$ cat config.mk
export PLATFORM = sky130hd
export DESIGN_NAME = stack_op_sequencer_flat
export DESIGN_NICKNAME = d
export VERILOG_FILES = /design/src/rtl/stack_op_sequencer_pkg.sv /design/src/rtl/stack_op_sequencer_if.sv /design/src/rtl/stack_depth_tracker.sv /design/src/rtl/stack_op_sequencer.sv /design/src/flat_wrapper.sv
export SDC_FILE = /design/constraint.sdc
export NUM_CORES = 1
export LEC_CHECK = 0
export BUFFER_PORTS_ARGS = -buffer_cell sky130_fd_sc_hd__buf_4
export CAP_MARGIN = 5
export CORE_MARGIN = 10
export CORE_UTILIZATION = 25
export DETAILED_ROUTE_END_ITERATION = 8
export SLEW_MARGIN = 20
export SYNTH_ARGS = -nofsm -noshare
export SYNTH_HDL_FRONTEND = slang
export SYNTH_SLANG_ARGS = --single-unit
$ cat constraint.sdc
create_clock -name clk -period 2.95 [get_ports clk]
set_input_delay 0.4425 -clock clk [delete_from_list [all_inputs] [get_ports clk]]
set_output_delay 0.4425 -clock clk [all_outputs]
set_load 0.01 [all_outputs]
$ cat src/rtl/stack_op_sequencer_pkg.sv
// Shared command, stack-op, push-source and FSM encodings for the stack op sequencer.
package stack_op_sequencer_pkg;

  localparam int unsigned DATA_W = 16;
  localparam int unsigned OP_W   = 3;
  localparam int unsigned REG_W  = 2;

  typedef enum logic [2:0] {
    OP_NOP      = 3'd0,
    OP_PUSH_IMM = 3'd1,
    OP_POP      = 3'd2,
    OP_POP2     = 3'd3,
    OP_LOAD     = 3'd4,
    OP_STORE    = 3'd5,
    OP_REG_WR   = 3'd6,
    OP_REG_RD   = 3'd7
  } cmd_op_e;

  typedef enum logic [1:0] {
    ES_NOP  = 2'b00,
    ES_PUSH = 2'b01,
    ES_POP  = 2'b10
  } es_op_e;

  typedef enum logic [1:0] {
    SRC_ZERO = 2'd0,
    SRC_IMM  = 2'd1,
    SRC_MEM  = 2'd2,
    SRC_REG  = 2'd3
  } push_src_e;

  typedef enum logic [2:0] {
    IDLE     = 3'd0,
    MEM_WAIT = 3'd1,
    WRITE    = 3'd2,
    STACK    = 3'd3,
    SETTLE   = 3'd4
  } state_e;

  // Commands whose stack action is a push.
  function automatic logic op_pushes(cmd_op_e op);
    return (op == OP_PUSH_IMM) || (op == OP_LOAD) || (op == OP_REG_RD);
  endfunction

  // Entries that must already be on the stack for the command to run.
  function automatic logic [1:0] op_needs(cmd_op_e op);
    case (op)
      OP_POP, OP_LOAD, OP_REG_WR: return 2'd1;
      OP_POP2, OP_STORE:          return 2'd2;
      default:                    return 2'd0;
    endcase
  endfunction

  // Entries removed by the stack action.
  function automatic logic [1:0] op_pops(cmd_op_e op);
    case (op)
      OP_POP, OP_REG_WR:  return 2'd1;
      OP_POP2, OP_STORE:  return 2'd2;
      default:            return 2'd0;
    endcase
  endfunction

  // Datapath push source for pushing commands.
  function automatic push_src_e op_src(cmd_op_e op);
    case (op)
      OP_PUSH_IMM: return SRC_IMM;
      OP_LOAD:     return SRC_MEM;
      OP_REG_RD:   return SRC_REG;
      default:     return SRC_ZERO;
    endcase
  endfunction

endpackage

$ cat src/rtl/stack_op_sequencer_if.sv
// Command handshake plus datapath control bus of the stack op sequencer.
interface stack_op_sequencer_if #(
  parameter int unsigned DEPTH = 16
);
  import stack_op_sequencer_pkg::*;

  logic                        cmd_valid;
  logic                        cmd_ready;
  logic [OP_W-1:0]             cmd_op;
  logic [DATA_W-1:0]           cmd_imm;
  logic [REG_W-1:0]            cmd_reg;
  logic [DATA_W-1:0]           push_data;
  logic [1:0]                  push_src;
  logic [1:0]                  es_op;
  logic                        es_act;
  logic                        pop_num;
  logic                        wea;
  logic                        reg_write;
  logic [REG_W-1:0]            reg_address;
  logic                        done;
  logic                        err;
  logic [$clog2(DEPTH+1)-1:0]  depth;

  // Requester / datapath side.
  modport master (
    output cmd_valid, cmd_op, cmd_imm, cmd_reg,
    input  cmd_ready, push_data, push_src, es_op, es_act, pop_num,
           wea, reg_write, reg_address, done, err, depth
  );

  // Sequencer side.
  modport slave (
    input  cmd_valid, cmd_op, cmd_imm, cmd_reg,
    output cmd_ready, push_data, push_src, es_op, es_act, pop_num,
           wea, reg_write, reg_address, done, err, depth
  );

endinterface

$ cat src/rtl/stack_depth_tracker.sv
// Tracks expression-stack occupancy and flags over/underflow for an incoming command.
module stack_depth_tracker
  import stack_op_sequencer_pkg::*;
#(
  parameter int unsigned DEPTH = 16
) (
  input  logic                       clk,
  input  logic                       reset,
  input  cmd_op_e                    check_op,
  output logic                       check_err_c,
  input  logic                       commit,
  input  cmd_op_e                    commit_op,
  output logic [$clog2(DEPTH+1)-1:0] depth
);

  localparam int unsigned DW = $clog2(DEPTH + 1);
  localparam logic [DW-1:0] FULL = DW'(DEPTH);

  // Overflow if a push finds the stack full; underflow if operands are missing.
  always_comb begin
    check_err_c = 1'b0;
    if (op_pushes(check_op) && (depth == FULL)) begin
      check_err_c = 1'b1;
    end
    if (32'(op_needs(check_op)) > 32'(depth)) begin
      check_err_c = 1'b1;
    end
  end

  // Occupancy moves when the STACK state is left.
  always_ff @(posedge clk) begin
    if (!reset) begin
      depth <= '0;
    end else if (commit) begin
      if (op_pushes(commit_op)) begin
        depth <= depth + DW'(1);
      end else begin
        depth <= depth - DW'(op_pops(commit_op));
      end
    end
  end

endmodule

$ cat src/rtl/stack_op_sequencer.sv
// Sequences stack-machine commands into memory, register-file and stack strobes.
module stack_op_sequencer
  import stack_op_sequencer_pkg::*;
#(
  parameter int unsigned DEPTH = 16
) (
  input  logic                clk,
  input  logic                reset,
  stack_op_sequencer_if.slave bus
);

  state_e  state, state_n;
  cmd_op_e op_q, op_n;
  logic    err_q, err_n;
  logic    accept_c;
  logic    check_err_c;

  assign accept_c = (state == IDLE) && bus.cmd_valid;

  stack_depth_tracker #(.DEPTH(DEPTH)) u_tracker (
    .clk         (clk),
    .reset       (reset),
    .check_op    (cmd_op_e'(bus.cmd_op)),
    .check_err_c (check_err_c),
    .commit      (state == STACK),
    .commit_op   (op_q),
    .depth       (bus.depth)
  );

  // Next state and next latched command.
  always_comb begin
    state_n = state;
    op_n    = op_q;
    err_n   = err_q;
    case (state)
      IDLE: begin
        if (accept_c) begin
          op_n  = cmd_op_e'(bus.cmd_op);
          err_n = check_err_c;
          if (check_err_c || (op_n == OP_NOP)) begin
            state_n = SETTLE;
          end else if (op_n == OP_LOAD) begin
            state_n = MEM_WAIT;
          end else if ((op_n == OP_STORE) || (op_n == OP_REG_WR)) begin
            state_n = WRITE;
          end else begin
            state_n = STACK;
          end
        end
      end
      MEM_WAIT, WRITE: state_n = STACK;
      STACK:           state_n = SETTLE;
      SETTLE:          state_n = IDLE;
      default:         state_n = IDLE;
    endcase
  end

  // State, latched command and outputs decoded from the state being entered.
  always_ff @(posedge clk) begin
    if (!reset) begin
      state           <= IDLE;
      op_q            <= OP_NOP;
      err_q           <= 1'b0;
      bus.cmd_ready   <= 1'b1;
      bus.push_data   <= '0;
      bus.reg_address <= '0;
      bus.push_src    <= SRC_ZERO;
      bus.es_op       <= ES_NOP;
      bus.es_act      <= 1'b0;
      bus.pop_num     <= 1'b0;
      bus.wea         <= 1'b0;
      bus.reg_write   <= 1'b0;
      bus.done        <= 1'b0;
      bus.err         <= 1'b0;
    end else begin
      state <= state_n;
      op_q  <= op_n;
      err_q <= err_n;
      if (accept_c) begin
        bus.push_data   <= bus.cmd_imm;
        bus.reg_address <= bus.cmd_reg;
      end
      bus.cmd_ready <= (state_n == IDLE);
      bus.wea       <= (state_n == WRITE) && (op_n == OP_STORE);
      bus.reg_write <= (state_n == WRITE) && (op_n == OP_REG_WR);
      bus.es_act    <= (state_n == STACK);
      bus.es_op     <= (state_n == STACK) ? (op_pushes(op_n) ? ES_PUSH : ES_POP) : ES_NOP;
      bus.push_src  <= (state_n == STACK) ? op_src(op_n) : SRC_ZERO;
      bus.pop_num   <= (state_n == STACK) && (op_pops(op_n) == 2'd2);
      bus.done      <= (state_n == SETTLE);
      bus.err       <= (state_n == SETTLE) && err_n;
    end
  end

endmodule

$ cat src/flat_wrapper.sv
// flat-port wrapper written by rule: the top's interface ports become plain ports
module stack_op_sequencer_flat import stack_op_sequencer_pkg::*;
#(
  parameter int unsigned DEPTH = 16
)
  (clk, reset, bus_cmd_valid, bus_cmd_op, bus_cmd_imm, bus_cmd_reg, bus_cmd_ready, bus_push_data, bus_push_src, bus_es_op, bus_es_act, bus_pop_num, bus_wea, bus_reg_write, bus_reg_address, bus_done, bus_err, bus_depth);
  stack_op_sequencer_if #(.DEPTH(DEPTH)) bus_i ();
  input  logic clk;
  input  logic reset;
  input wire logic [$bits(bus_i.cmd_valid)-1:0] bus_cmd_valid;
  input wire logic [$bits(bus_i.cmd_op)-1:0] bus_cmd_op;
  input wire logic [$bits(bus_i.cmd_imm)-1:0] bus_cmd_imm;
  input wire logic [$bits(bus_i.cmd_reg)-1:0] bus_cmd_reg;
  output wire logic [$bits(bus_i.cmd_ready)-1:0] bus_cmd_ready;
  output wire logic [$bits(bus_i.push_data)-1:0] bus_push_data;
  output wire logic [$bits(bus_i.push_src)-1:0] bus_push_src;
  output wire logic [$bits(bus_i.es_op)-1:0] bus_es_op;
  output wire logic [$bits(bus_i.es_act)-1:0] bus_es_act;
  output wire logic [$bits(bus_i.pop_num)-1:0] bus_pop_num;
  output wire logic [$bits(bus_i.wea)-1:0] bus_wea;
  output wire logic [$bits(bus_i.reg_write)-1:0] bus_reg_write;
  output wire logic [$bits(bus_i.reg_address)-1:0] bus_reg_address;
  output wire logic [$bits(bus_i.done)-1:0] bus_done;
  output wire logic [$bits(bus_i.err)-1:0] bus_err;
  output wire logic [$bits(bus_i.depth)-1:0] bus_depth;
  assign bus_i.cmd_valid = bus_cmd_valid;
  assign bus_i.cmd_op = bus_cmd_op;
  assign bus_i.cmd_imm = bus_cmd_imm;
  assign bus_i.cmd_reg = bus_cmd_reg;
  assign bus_cmd_ready = bus_i.cmd_ready;
  assign bus_push_data = bus_i.push_data;
  assign bus_push_src = bus_i.push_src;
  assign bus_es_op = bus_i.es_op;
  assign bus_es_act = bus_i.es_act;
  assign bus_pop_num = bus_i.pop_num;
  assign bus_wea = bus_i.wea;
  assign bus_reg_write = bus_i.reg_write;
  assign bus_reg_address = bus_i.reg_address;
  assign bus_done = bus_i.done;
  assign bus_err = bus_i.err;
  assign bus_depth = bus_i.depth;
  stack_op_sequencer #(.DEPTH(DEPTH)) u_core (.clk(clk), .reset(reset), .bus(bus_i));
endmodule
==> impl_metrics.xml, run 1 <==
<?xml version="1.0" encoding="UTF-8"?>
<metrics>
  <group name="synth">
    <metric name="post-synth-top-area-fraction" unit="%">42.8</metric>
    <metric name="synth_area_per_cell" unit="um^2">8.68</metric>
    <metric name="ys.warnings.count" unit="">0</metric>
    <metric name="synth.net_count" unit="">253</metric>
    <metric name="ys_seq_area_share" unit="%">42.8</metric>
    <metric name="synth-seq-cells" unit="">41</metric>
    <metric name="synth_top_cells_by_area" unit="">dfxtp_1 (43%), nand2_1 (11%), a21boi_0 (9.0%)</metric>
    <metric name="netlist_instances" unit="">221</metric>
    <metric name="post_synth_instance_area" unit="mm^2">0.00192</metric>
    <metric name="synth-edff-count" unit="">0</metric>
    <metric name="synth_async_sr_flop_share" unit="%">0</metric>
    <metric name="post_synth_num_cell_types" unit="">38</metric>
    <metric name="synth_largest_area_cell" unit="">dfxtp_1</metric>
    <metric name="synth_top_flop_cell" unit="">dfxtp_1</metric>
  </group>
  <group name="placement">
    <metric name="post_detail_place_hpwl" unit="mm">3.75</metric>
    <metric name="place_inst" unit="">365</metric>
    <metric name="port-buffer-count" unit="">57</metric>
    <metric name="globalplace.congestion" unit="">0.780</metric>
  </group>
  <group name="hold_path">
    <metric name="holdCritPathClass" unit="">in -&gt; reg</metric>
    <metric name="hold_depth" unit="">2</metric>
  </group>
  <group name="final_layout">
    <metric name="post_route_cells_drive_above_1_share" unit="%">25.6</metric>
    <metric name="layout.cells.most_common" unit="">buf_4</metric>
    <metric name="n_antenna_cell" unit="">0</metric>
    <metric name="design.final.nets" unit="">305</metric>
    <metric name="final_util" unit="%">34.0</metric>
    <metric name="commonest_non_fill_non_tap_cells_in_the_layout" unit="">buf_4 (58), nand2_1 (56), dfxtp_1 (41), a21boi_0 (23), nor2_1 (11)</metric>
    <metric name="flow.area_growth_from_synthesis" unit="%">30.7</metric>
    <metric name="instances_no_fill" unit="">372</metric>
  </group>
  <group name="cts">
    <metric name="cts_tree" unit="">yes</metric>
    <metric name="clockBufferDepth" unit="">2</metric>
    <metric name="cts_resized" unit="">0</metric>
    <metric name="cts-hold-fix-buffers" unit="">0</metric>
    <metric name="cts_num_sinks" unit="">41</metric>
    <metric name="clock-root-buffer" unit="">clkbuf_8</metric>
    <metric name="post-cts-setup-buffers" unit="">0</metric>
    <metric name="post_cts_clock_slew_at_the_launch_and_capture_registers_of_the_worst_setup_and_hold_paths" unit="ns">0.08</metric>
    <metric name="clock_insertion_delay_worst_skew" unit="ns">0.30</metric>
    <metric name="ctsHtreeMaxLevel" unit="">2</metric>
    <metric name="cts_inserted_buffers" unit="">5</metric>
  </group>
  <group name="timing">
    <metric name="finalCriticalPeriod" unit="ns">2.41</metric>
    <metric name="worst_clock_skew" unit="ns">0.00461</metric>
    <metric name="timing_hold_violations_final" unit="">0</metric>
    <metric name="setup_viol" unit="">0</metric>
    <metric name="rsz0062_at_grt" unit="">no</metric>
    <metric name="setup-tns-final" unit="ns">0</metric>
    <metric name="post-route-period-util" unit="%">81.7</metric>
    <metric name="slew_violations" unit="">0</metric>
    <metric name="actual_slew_at_the_worst_max_slew_pin" unit="ns">0.648</metric>
    <metric name="max_freq" unit="GHz">0.415</metric>
    <metric name="relSlewSlack" unit="%">56.6</metric>
  </group>
  <group name="die">
    <metric name="initial_cell_density_of_the_core" unit="%">26.0</metric>
    <metric name="die_width" unit="um">108</metric>
    <metric name="count_of_standard_cell_rows" unit="">31</metric>
    <metric name="die_area" unit="mm^2">0.0116</metric>
    <metric name="die_h" unit="um">108</metric>
    <metric name="floorplan.core_area" unit="mm^2">0.00737</metric>
    <metric name="floorplan.io_pins" unit="">58</metric>
  </group>
  <group name="route">
    <metric name="viasPerCell" unit="">4.52</metric>
    <metric name="first_iter_violations" unit="">54</metric>
    <metric name="drt_pre_antenna_iters" unit="">4</metric>
    <metric name="final_antenna_net_count" unit="">0</metric>
    <metric name="route.detailed.wl_per_inst" unit="um">13.6</metric>
    <metric name="remaining_drc_errors" unit="">0</metric>
    <metric name="num_vias" unit="">1683</metric>
    <metric name="routed_wirelength" unit="mm">5.05</metric>
  </group>
  <group name="power_and_ir_drop">
    <metric name="ir_drop" unit="uV">264</metric>
    <metric name="power.static_leakage" unit="nW">1.08</metric>
    <metric name="p_per_area" unit="mW/mm^2">724</metric>
  </group>
  <group name="grt">
    <metric name="globalRoute.totalOverflow" unit="">0</metric>
    <metric name="global_route_wire_length_before_repair" unit="mm">8.41</metric>
    <metric name="grt_pass1_vias" unit="">1754</metric>
    <metric name="grt_antenna_before_repair" unit="">0</metric>
    <metric name="gr-usage-all-layers" unit="%">8.93</metric>
    <metric name="grt_start_max_net_pins" unit="">41</metric>
  </group>
  <group name="worst_setup_path">
    <metric name="critical_path_required" unit="ns">3.18</metric>
    <metric name="crit_type" unit="">reg -&gt; reg</metric>
    <metric name="critPathCaptureType" unit="">flip-flop</metric>
    <metric name="worst_r2r_path_depth" unit="">10</metric>
    <metric name="crit_path_max_fanout" unit="">7</metric>
    <metric name="worstSetupStartpointType" unit="">flip-flop</metric>
    <metric name="critPathArrivalTime" unit="ns">2.64</metric>
  </group>
  <group name="job">
    <metric name="cap_violations" unit="">0</metric>
  </group>
  <group name="run_status">
    <metric name="outcome" unit="">completed</metric>
  </group>
</metrics>
## metrics by stage
step | power (mW) | cell area, um^2 | setup WS (ns) | hold WS (ns)
4_1_cts | 1.85 | 2510 | 0.559 | 0.367
3_3_place_gp | 1.45 | 2420 | 0.571 | 0.450
3_5_place_dp | 1.46 | 2420 | 0.463 | 0.457
2_1_floorplan | 1.19 | 1920 | 0.613 | 0.448
6_report | 1.82 | 2510 | 0.538 | 0.375
5_1_grt | 1.96 | 2510 | 0.311 | 0.391
## registers in the layout, summed over array words and instances, names as in the netlist, 2 cells and up
name                    count
u_core.op_q                 3
u_core.state                3
u_core.bus.push_src         2
u_core.bus.push_data       16
u_core.bus.es_op            2
u_core.bus.reg_address      2
u_core.u_tracker.depth      5
## worst max-delay path, stage by stage, from the launching register on
cell and delay [ns]:
dfxtp_1 0.49, xor2_1 0.22, nand2_1 0.08, ha_1 0.20, a211oi_1 0.41, ha_1 0.35
nand2b_1 0.11, a21oi_1 0.08, xor2_1 0.14, nand2_1 0.10, mux2i_1 0.17
## cells in the mapped netlist, types with 2 or more instances
cell type and number:
a21boi_0 23, a21oi_1 6, a221oi_1 2, buf_6 2, clkbuf_1 10, dfxtp_1 41
ha_1 7, inv_1 5, mux2i_1 3, nand2_1 56, nand2b_1 6, nand3_1 4
nor2_1 11, nor2b_1 4, nor3b_1 5, o21ai_0 8, o21bai_1 2, xnor2_1 4
xor2_1 3
## metal layers
layer	GRT usage, %	vias up	wire [um]
li1	-	843	-
met1	10.2	781	2200
met2	13.8	51	2200
met3	5.15	8	584
met4	2.58	0	55
met5	0	-	0
## where the power goes
part           internal (mW)  total (mW)  switching (mW)
Sequential             0.664       0.749          0.0852
Clock                  0.186       0.381           0.195
Combinational          0.302       0.685           0.383
## cell type report
cell class              count  area (um^2)
clock buffers               7         86.3
repair buffers             58          435
multi-input cells         162         1020
flip-flops and latches     41          821
fillers                   806         4860
inverters                   5         18.8
well taps                  99          124
## cell families after synthesis
kind of cell / Yosys count / share of synthesized area (%)
flops: 41 / 42.8
compound gates: 51 / 19.9
buf+inv: 18 / 4.37
simple gates: 93 / 22.6
fa+ha+maj: 8 / 5.61
mux: 3 / 1.57
xor+xnor: 7 / 3.20
## path summary, 6_finish.rpt
check | startpoint | end | slack (ns)
setup / recovery | u_core.op_q[2] | u_core.u_tracker.depth[4] | 0.54
hold / removal | bus_cmd_op[0] | u_core.bus.reg_write | 0.38
setup reg to reg | u_core.op_q[2] | u_core.u_tracker.depth[4] | 0.54
hold reg to reg | u_core.bus.push_data[1] | u_core.bus.push_data[1] | 0.46
Power figures use the tool's default switching activity.
==> run 2, diff against run 1 <==
Clock period 2.95 ns to 2.34 ns, I/O delays scaled along.
==> impl_metrics.xml, run 2 (same netlist as run 1, synthesis figures left out) <==
<?xml version="1.0" encoding="UTF-8"?>
<metrics>
  <group name="run_status">
    <metric name="outcome" unit="">completed</metric>
  </group>
  <group name="worst_setup_path">
    <metric name="crit_type" unit="">reg -&gt; reg</metric>
    <metric name="worstSetupStartpointType" unit="">flip-flop</metric>
    <metric name="critical_path_required" unit="ns">2.52</metric>
    <metric name="critPathArrivalTime" unit="ns">2.43</metric>
    <metric name="crit_path_max_fanout" unit="">5</metric>
    <metric name="critPathCaptureType" unit="">flip-flop</metric>
    <metric name="worst_r2r_path_depth" unit="">11</metric>
  </group>
  <group name="final_layout">
    <metric name="post_route_cells_drive_above_1_share" unit="%">28.8</metric>
    <metric name="multiInputGateArea" unit="mm^2">0.00104</metric>
    <metric name="fillerInstances" unit="">804</metric>
    <metric name="regMostFlops" unit="">u_core.bus.push_data</metric>
    <metric name="layout.area.seq" unit="um^2">821</metric>
    <metric name="instances_no_fill" unit="">380</metric>
    <metric name="final_cell_area" unit="mm^2">0.00258</metric>
    <metric name="commonest_non_fill_non_tap_cells_in_the_layout" unit="">buf_4 (66), nand2_1 (56), dfxtp_1 (41), a21boi_0 (23), nor2_1 (11)</metric>
    <metric name="layout.cells.most_common" unit="">buf_4</metric>
    <metric name="design.final.nets" unit="">313</metric>
    <metric name="n_antenna_cell" unit="">0</metric>
    <metric name="top_regs" unit="">u_core.bus.push_data (16), u_core.u_tracker.depth (5)</metric>
    <metric name="flow.area_growth_from_synthesis" unit="%">34.6</metric>
    <metric name="max_reg_flops" unit="">16</metric>
  </group>
  <group name="die">
    <metric name="floorplan.io_pins" unit="">58</metric>
    <metric name="floorplan.core_area" unit="mm^2">0.00737</metric>
    <metric name="die_area" unit="mm^2">0.0116</metric>
    <metric name="count_of_standard_cell_rows" unit="">31</metric>
    <metric name="die_width" unit="um">108</metric>
    <metric name="initial_cell_density_of_the_core" unit="%">26.0</metric>
    <metric name="die_h" unit="um">108</metric>
  </group>
  <group name="cts">
    <metric name="cts_tree" unit="">yes</metric>
    <metric name="post-cts-setup-buffers" unit="">0</metric>
    <metric name="clock_insertion_delay_worst_skew" unit="ns">0.28</metric>
    <metric name="cts_num_sinks" unit="">41</metric>
    <metric name="ctsHtreeMaxLevel" unit="">2</metric>
    <metric name="clockBufferDepth" unit="">2</metric>
    <metric name="post_cts_clock_slew_at_the_launch_and_capture_registers_of_the_worst_setup_and_hold_paths" unit="ns">0.08</metric>
    <metric name="clock-root-buffer" unit="">clkbuf_8</metric>
    <metric name="cts_inserted_buffers" unit="">5</metric>
  </group>
  <group name="placement">
    <metric name="globalplace.congestion" unit="">0.784</metric>
    <metric name="port-buffer-count" unit="">57</metric>
    <metric name="placement.cell_area" unit="mm^2">0.00248</metric>
    <metric name="preCtsSetupSlack" unit="ns">0.0234</metric>
    <metric name="post_detail_place_hpwl" unit="mm">3.76</metric>
    <metric name="place_inst" unit="">373</metric>
  </group>
  <group name="timing">
    <metric name="max_freq" unit="GHz">0.445</metric>
    <metric name="actual_slew_at_the_worst_max_slew_pin" unit="ns">0.432</metric>
    <metric name="setup-tns-final" unit="ns">0</metric>
    <metric name="worst_clock_skew" unit="ns">0.00388</metric>
    <metric name="timing_hold_violations_final" unit="">0</metric>
    <metric name="relSlewSlack" unit="%">71.1</metric>
    <metric name="slew_violations" unit="">0</metric>
    <metric name="finalCriticalPeriod" unit="ns">2.25</metric>
    <metric name="timing.final.ws_setup" unit="ns">0.0925</metric>
    <metric name="post-route-period-util" unit="%">96.0</metric>
    <metric name="setup_viol" unit="">0</metric>
  </group>
  <group name="grt">
    <metric name="globalRoute.totalOverflow" unit="">0</metric>
    <metric name="global_route_wire_length_before_repair" unit="mm">8.45</metric>
    <metric name="gr-usage-all-layers" unit="%">8.89</metric>
    <metric name="grt_antenna_before_repair" unit="">0</metric>
    <metric name="grt_pass1_vias" unit="">1775</metric>
    <metric name="grt_start_max_net_pins" unit="">41</metric>
  </group>
  <group name="route">
    <metric name="route.detailed.wl_per_inst" unit="um">13.2</metric>
    <metric name="routed_wirelength" unit="mm">5.03</metric>
    <metric name="remaining_drc_errors" unit="">0</metric>
    <metric name="viasPerCell" unit="">4.45</metric>
    <metric name="first_iter_violations" unit="">79</metric>
    <metric name="drt_pre_antenna_iters" unit="">4</metric>
    <metric name="num_vias" unit="">1690</metric>
    <metric name="final_antenna_net_count" unit="">0</metric>
  </group>
  <group name="hold_path">
    <metric name="holdCritPathClass" unit="">in -&gt; reg</metric>
    <metric name="hold_depth" unit="">2</metric>
  </group>
  <group name="power_and_ir_drop">
    <metric name="comb_power_share" unit="%">39.5</metric>
    <metric name="power.switching_fraction" unit="%">35.8</metric>
    <metric name="clock_power_share" unit="%">20.2</metric>
    <metric name="power.sequential.fraction" unit="%">40.3</metric>
    <metric name="ir_drop" unit="uV">338</metric>
    <metric name="power.static_leakage" unit="nW">1.12</metric>
    <metric name="fin_total_pwr" unit="mW">2.32</metric>
    <metric name="power_switching" unit="uW">832</metric>
    <metric name="p_per_area" unit="mW/mm^2">900</metric>
    <metric name="p_int" unit="mW">1.49</metric>
  </group>
  <group name="job">
    <metric name="cap_violations" unit="">0</metric>
  </group>
</metrics>
-- run 2: area by class of cell --
type | instances | area share [%]
clock buffers | 7 | 3.34
multi-input cells | 162 | 40.2
flip-flops and latches | 41 | 31.8
well taps | 99 | 4.80
inverters | 5 | 0.727
repair buffers | 66 | 19.2
-- run 2: power groups by stage --
stage	clock network, mW	logic, mW	registers, mW
2_1_floorplan	0	0.526	0.979
5_1_grt	0.521	1.04	0.957
4_1_cts	0.489	0.929	0.937
3_3_place_gp	0	0.920	0.948
3_5_place_dp	0	0.925	0.951
6_report	0.469	0.918	0.936
-- run 2: path summary, 6_finish.rpt --
kind | start | endpoint | slack, ns
worst max-delay path | u_core.op_q[1] | u_core.u_tracker.depth[4] | 0.09
worst min-delay path | bus_cmd_op[0] | u_core.bus.reg_write | 0.29
worst max register to register | u_core.op_q[1] | u_core.u_tracker.depth[4] | 0.09
worst min register to register | u_core.bus.push_data[0] | u_core.bus.push_data[0] | 0.47
-- run 2: critical path, cell delays in order, from the launching register on --
cell,delay (ns)
dfxtp_1,0.32
buf_4,0.15
xnor2_2,0.16
mux2i_1,0.18
ha_2,0.21
inv_1,0.05
fa_1,0.37
nand2b_1,0.18
a21oi_2,0.14
xor2_1,0.18
nand2_1,0.08
mux2i_1,0.11
-- run 2: repair_timing --
item                       CTS  global route
hold buffers                 0             0
resized for setup            0             4
setup endpoints to repair    0             2
-- run 2: through the flow --
step | utilization [%] | hold WS (ns)
2_1_floorplan | - | 0.427
3_3_place_gp | 33.7 | 0.451
3_5_place_dp | 33.7 | 0.458
4_1_cts | 34.8 | 0.279
5_1_grt | 35.0 | 0.288
6_report | 35.0 | 0.289
-- run 2: layer usage --
layer  GRT usage [%]  share of wire [%]  vias to the layer above
li1                -                  -                      862
met1            10.1                 44                      774
met2            14.0                 44                       49
met3            5.03                 11                        5
met4            2.29               0.50                        0
met5               0                  0                        -
